--- config.mk ---
export PLATFORM = sky130hd
export DESIGN_NAME = zbt_mem_arbiter
export DESIGN_NICKNAME = d
export VERILOG_FILES = /design/src/rtl/zbt_mem_arbiter_pkg.sv /design/src/rtl/zbt_mem_arbiter_read_tag_pipe.sv /design/src/rtl/zbt_mem_arbiter.sv
export SDC_FILE = /design/constraint.sdc
export NUM_CORES = 1
export LEC_CHECK = 0
export ABC_AREA = 1
export CAP_MARGIN = 20
export CORE_MARGIN = 8
export CORE_UTILIZATION = 35
export CTS_CLUSTER_SIZE = 16
export DETAILED_ROUTE_END_ITERATION = 12
export GPL_TIMING_DRIVEN = 0
export PLACE_DENSITY = 0.67
export SLEW_MARGIN = 20
export SYNTH_ARGS = -nofsm -noshare
export SYNTH_HDL_FRONTEND = slang
export SYNTH_SLANG_ARGS = --single-unit
--- constraint.sdc ---
create_clock -name clk -period 2.1 [get_ports clk]
set_input_delay 0.42 -clock clk [delete_from_list [all_inputs] [get_ports clk]]
set_output_delay 0.42 -clock clk [all_outputs]
set_load 0.02 [all_outputs]
--- src/rtl/zbt_mem_arbiter_pkg.sv ---
// Shared definitions for the ZBT SRAM arbiter:
// client ids, memory geometry and the read tag.
package zbt_mem_arbiter_pkg;

  localparam int NUM_CLIENTS    = 3;
  localparam int CLIENT_DISPLAY = 0;
  localparam int CLIENT_CAMERA  = 1;
  localparam int CLIENT_PROC    = 2;
  localparam int ZBT_ADDR_W     = 19;
  localparam int ZBT_DATA_W     = 36;

  typedef struct packed {
    logic       valid;
    logic [1:0] id;
  } tag_t;

  typedef enum logic {
    RR_CAMERA = 1'b0,
    RR_PROC   = 1'b1
  } rr_t;

  function automatic logic [2:0] id_onehot(
    input logic [1:0] id
  );
    return 3'(3'b001 << id);
  endfunction

endpackage

--- src/rtl/zbt_mem_arbiter_read_tag_pipe.sv ---
// Shift register of read tags that tracks
// which client owns each read in the ZBT pipe.
module read_tag_pipe
  import zbt_mem_arbiter_pkg::*;
#(
  parameter int DEPTH = 3
) (
  input  logic             clk,
  input  logic             reset,
  input  tag_t             tag_in,
  output tag_t [DEPTH-1:0] stage
);

  always_ff @(posedge clk or negedge reset) begin
    if (!reset) begin
      stage <= '0;
    end else begin
      stage[0] <= tag_in;
      for (int i = 1; i < DEPTH; i++) begin
        stage[i] <= stage[i-1];
      end
    end
  end

endmodule

--- src/rtl/zbt_mem_arbiter.sv ---
// Three-client arbiter for one pipelined ZBT port:
// priority grant with starvation override, tagged reads.
module zbt_mem_arbiter
  import zbt_mem_arbiter_pkg::*;
#(
  parameter int ADDR_W       = ZBT_ADDR_W,
  parameter int DATA_W       = ZBT_DATA_W,
  parameter int READ_LATENCY = 2,
  parameter int STARVE_LIMIT = 15
) (
  input  logic                  clk,
  input  logic                  reset,
  input  logic [2:0]            req,
  input  logic [2:0]            we,
  input  logic [3*ADDR_W-1:0]   addr,
  input  logic [3*DATA_W-1:0]   wdata,
  output logic [2:0]            gnt,
  output logic [2:0]            rvalid,
  output logic [DATA_W-1:0]     rdata,
  output logic [ADDR_W-1:0]     mem_addr,
  output logic                  mem_we,
  output logic [DATA_W-1:0]     mem_wdata,
  input  logic [DATA_W-1:0]     mem_rdata
);

  localparam int SW =
    (STARVE_LIMIT > 0) ? $clog2(STARVE_LIMIT + 1) : 1;
  localparam logic [SW-1:0] LIMIT = SW'(STARVE_LIMIT);
  localparam bit OVR_EN = (STARVE_LIMIT > 0);

  logic [SW-1:0] starve_cam;
  logic [SW-1:0] starve_proc;
  rr_t           rr_ptr;
  logic          ovr_cam;
  logic          ovr_proc;
  logic [2:0]    gnt_raw;
  logic [1:0]    sel;
  logic          accept;
  tag_t          tag_in;
  logic [DATA_W-1:0] cap;

  tag_t [READ_LATENCY:0] tags;

  assign ovr_cam  = OVR_EN && req[CLIENT_CAMERA]
                    && (starve_cam == LIMIT);
  assign ovr_proc = OVR_EN && req[CLIENT_PROC]
                    && (starve_proc == LIMIT);

  // Starved clients beat the display; otherwise the
  // display beats the round-robin pair.
  always_comb begin
    gnt_raw = '0;
    if (ovr_cam) begin
      gnt_raw[CLIENT_CAMERA] = 1'b1;
    end else if (ovr_proc) begin
      gnt_raw[CLIENT_PROC] = 1'b1;
    end else if (req[CLIENT_DISPLAY]) begin
      gnt_raw[CLIENT_DISPLAY] = 1'b1;
    end else if (req[CLIENT_CAMERA] &&
                 (!req[CLIENT_PROC] ||
                  rr_ptr == RR_CAMERA)) begin
      gnt_raw[CLIENT_CAMERA] = 1'b1;
    end else if (req[CLIENT_PROC]) begin
      gnt_raw[CLIENT_PROC] = 1'b1;
    end
  end

  assign gnt    = reset ? gnt_raw : 3'b000;
  assign accept = |gnt;

  always_comb begin
    sel = 2'd0;
    unique case (1'b1)
      gnt[CLIENT_DISPLAY]: sel = 2'd0;
      gnt[CLIENT_CAMERA]:  sel = 2'd1;
      gnt[CLIENT_PROC]:    sel = 2'd2;
      default:             sel = 2'd0;
    endcase
  end

  assign tag_in.valid = accept & ~we[sel];
  assign tag_in.id    = sel;

  always_ff @(posedge clk or negedge reset) begin
    if (!reset) begin
      starve_cam  <= '0;
      starve_proc <= '0;
      rr_ptr      <= RR_CAMERA;
    end else begin
      if (req[CLIENT_CAMERA] && !gnt[CLIENT_CAMERA]) begin
        if (starve_cam != LIMIT)
          starve_cam <= starve_cam + 1'b1;
      end else begin
        starve_cam <= '0;
      end
      if (req[CLIENT_PROC] && !gnt[CLIENT_PROC]) begin
        if (starve_proc != LIMIT)
          starve_proc <= starve_proc + 1'b1;
      end else begin
        starve_proc <= '0;
      end
      if (gnt[CLIENT_CAMERA])
        rr_ptr <= RR_PROC;
      else if (gnt[CLIENT_PROC])
        rr_ptr <= RR_CAMERA;
    end
  end

  always_ff @(posedge clk or negedge reset) begin
    if (!reset) begin
      mem_addr  <= '0;
      mem_we    <= 1'b0;
      mem_wdata <= '0;
    end else begin
      mem_we <= accept & we[sel];
      if (accept) begin
        mem_addr  <= addr[sel*ADDR_W +: ADDR_W];
        mem_wdata <= wdata[sel*DATA_W +: DATA_W];
      end
    end
  end

  read_tag_pipe #(
    .DEPTH (READ_LATENCY + 1)
  ) u_tag_pipe (
    .clk    (clk),
    .reset  (reset),
    .tag_in (tag_in),
    .stage  (tags)
  );

  // Capture on the edge the ZBT data is due, then
  // present it one edge later with its owner's strobe.
  always_ff @(posedge clk or negedge reset) begin
    if (!reset) begin
      cap    <= '0;
      rdata  <= '0;
      rvalid <= '0;
    end else begin
      if (tags[READ_LATENCY-1].valid)
        cap <= mem_rdata;
      rvalid <= tags[READ_LATENCY].valid
                ? id_onehot(tags[READ_LATENCY].id)
                : 3'b000;
      if (tags[READ_LATENCY].valid)
        rdata <= cap;
    end
  end

endmodule
==> results.md <==
- Run status: finished with violations
- Failing checks: setup timing
- Lkg Pwr: 5.989 nW
- Max VDD drop: 0.4489 mV
- Crit path cell chain: ha_4 > nand2_4 > nor2_4 > inv_2 > nand2_4 > nand2_4 > buf_12 > clkinv_8 > buf_8
- Grt ovf: 0
- Worst path max stage delay: 0.40 ns
- Pwr dens: 836.4 nW/um^2
- Comb power frac: 31.5%
- Sequential area share after synthesis: 49.58%
- Clk Latency, worst-skew pair: 0.42 ns
- Startpoint types: flip-flop
- Worst-Margin Slew: 0.6011 ns
- Nets: 1,578
- CORE AREA: 21,090 sq um
- Via count: 7,801
- Global Route Usage Sum: 21.57%
- HP Class: input port to asynchronous set/reset pin
- Core Rows: 53
- Placed cells: 1,601
- Routed wire length per instance: 17.42 microns
- Internal: 6.686 mW
- DRT iter0 DRCs: 385
- Synth Instances: 1,019
- Final period util: 100.9%
- Sequential share of power: 37.7%
- Mapped cell area: 7520 sq um
- Final Non-Filler Cells: 1,655
- I/O pin count: 307
- Seq cells post-synth: 149
- Drc violations: 0
- GP Congestion: 0.8760
- Final Cell Area: 11,960 sq um
- Commonest non-fill, non-tap cell in the layout: clkdlybuf4s50_1
- Layout Skew: 0.009552 ns
- Die Wd: 162.6 microns
- Net load switching power: 3.316 mW
- ANT nets after route: 0
- Routed WL: 28.83 mm
- Syn_nets: 1,230
- Global-route wire length before repair: 44.35 mm
- Starting Density: 35.66%
- Most used cell, CP: nand2_4
- Max-cap viol count: 0
- DP Area: 10,960 sq um
- Crit path kind: flip-flop to output port
- CTS max path bufs: 2
- Clock Sink Count: 149
- R2r worst-path depth: 12
- Min Hold Slack: 0.05295 ns
- Die ar.: 26,430 sq um
- TritonRoute pass-1 iters: 7
- Max Freq: 0.4721 GHz
- Most frequent cells in the layout: clkdlybuf4s50_1 (300), inv_1 (209), dfrtp_1 (149)
- Syn Area/Cell: 7.380 sq um
- Synth Warn #: 0
- Crit-path max FO: 2
- Worst path slowest cell: dfrtp_1
- Net Sw Frac: 33.15%
- Layout cell share with drive strength beyond 1: 8.261%
- CTS Root Cell: clkbuf_16
- Core Util, Final: 56.70%
- Crit. End Element: output port
- Number of buffers created by CTS: 17
- Final Setup Violations: 1
- Worst EP arrival: 1.70 ns
- Post-DP HPWL: 21.31 mm
- Initial antenna violation count: 2
- TritonCTS clock tree: done
- Largest net degree at the start of global routing: 47
- Clock power share: 30.7%
- Slew Limit Headroom: 59.93%
- Final hold violation count: 0
- Final Max Slew Viols: 0
- Reg clk slew, reported paths: 0.07 ns
- CP top delay family: flip-flops
- Crit path required time: 1.68 ns
- Final worst path period need: 2.118 ns
- H-tree lvl count: 4
- Fin worst setup slack: -0.01809 ns
- Vias in the first global route: 8,014
- # port buffers: 306
- Vias per cell: 4.714
- Die height: 162.6 microns
- ANT cells: 0
- Syn-to-layout area delta: 59.02%
- RSZ-0062 raised after global routing: true
- Post-synth cell types: 27
- Worst path bufs/invs: 4
- Levels on crit path: 9
## worst reg2reg max path: cells and delay by family, from the launching register on
family                     cells  cell delay (ns)
DFF                            1             0.40
AOI/OAI and AO/OA              1             0.17
adders and majority gates      1             0.17
buffers and inverters          4             0.64
and+or+nand+nor                6             0.52
## cells by family after synthesis
logic type	count (synthesis)	share of synthesized area (%)
flops	149	49.58
buf+inv	280	14.97
compound gates	192	12.85
fa+ha+maj	2	0.3327
xor+xnor	2	0.2330
simple gates	394	22.03
## final timing paths
kind | slack [ns] | startpoint | to
max in group asynchronous | 1.77 | reset | rvalid[2]
worst max register to register | 0.13 | starve_cam[0] | mem_wdata[7]
worst min-delay path | 0.05 | reset | mem_wdata[34]
worst min register to register | 0.35 | u_tag_pipe.stage[3] | u_tag_pipe.stage[6]
worst max-delay path | -0.02 | starve_cam[0] | gnt[1]
min in group clk | 0.35 | u_tag_pipe.stage[3] | u_tag_pipe.stage[6]
## sequential cells by signal, summed over array words and instances (netlist names)
signal,flops
cap,36
mem_addr,19
mem_wdata,36
rr_ptr,1
starve_cam,4
rvalid,3
u_tag_pipe.stage,9
rdata,36
starve_proc,4
mem_we,1
## through the flow
step	power [mW]	worst slack, ns	setup TNS [ns]
after floorplan	5.149	0.2358	0
after detailed placement	6.837	-1.363	-54.28
after global placement	6.782	-6.674	-1288.48
after global routing	10.51	-0.08060	-0.1106
after CTS	10.05	-0.007419	-0.007419
final	10.00	-0.01809	-0.01809
## power groups by stage
| stage | Clock (mW) | Sequential [mW] | Combinational, mW |
|---|---|---|---|
| after floorplan | 0 | 4.28 | 0.872 |
| after detailed placement | 0 | 3.81 | 3.02 |
| after global placement | 0 | 3.80 | 2.98 |
| final | 3.07 | 3.77 | 3.16 |
| after CTS | 3.13 | 3.76 | 3.16 |
| after global routing | 3.23 | 3.84 | 3.43 |
## synth_stat cells, drive strengths merged
library cell / number / area, sq um
nand3: 114 / 570.6
o21a: 1 / 7.510
o21ai: 77 / 385.4
clkbuf: 22 / 82.58
buf: 44 / 240.2
dfrtp: 149 / 3729
a21oi: 113 / 565.5
nor3b: 1 / 7.510
nor2: 121 / 456.7
o31ai: 1 / 7.510
inv: 214 / 803.3
xnor2: 1 / 8.760
nand3b: 1 / 7.510
xor2: 1 / 8.760
nand4: 2 / 18.77
nand2: 154 / 590.6
nor3: 1 / 5.000
ha: 2 / 25.02
## routing by layer
metal / vias to the layer above / wire length [microns] / GRT usage [%]
met1: 3606 / 11680 / 24.83
li1: 3837 / - / -
met2: 299 / 13620 / 35.78
met4: 4 / 896 / 8.757
met5: - / 25 / 0
met3: 55 / 2613 / 7.988
## cell type report
type                       instances  area, sq um
timing repair buffer             331         3412
sequential                       149         3729
fill                            2030         9130
buffer                            64        331.6
clock inverter                    15        163.9
tap                              275        344.1
multi-input combinational        590         2734
clock buffer                      17        425.4
inverter                         214        818.3
## what timing repair did
action / CTS / global route
gates cloned: 3 / 0
endpoints found under the setup margin: 69 / 32
pin swaps: 8 / 4
endpoints found under the hold margin: 58 / 0
hold buffers: 4 / 0
resized for setup: 40 / 17
buffers inserted: 13 / 4
Note: power is estimated with default switching activity, not from simulation.
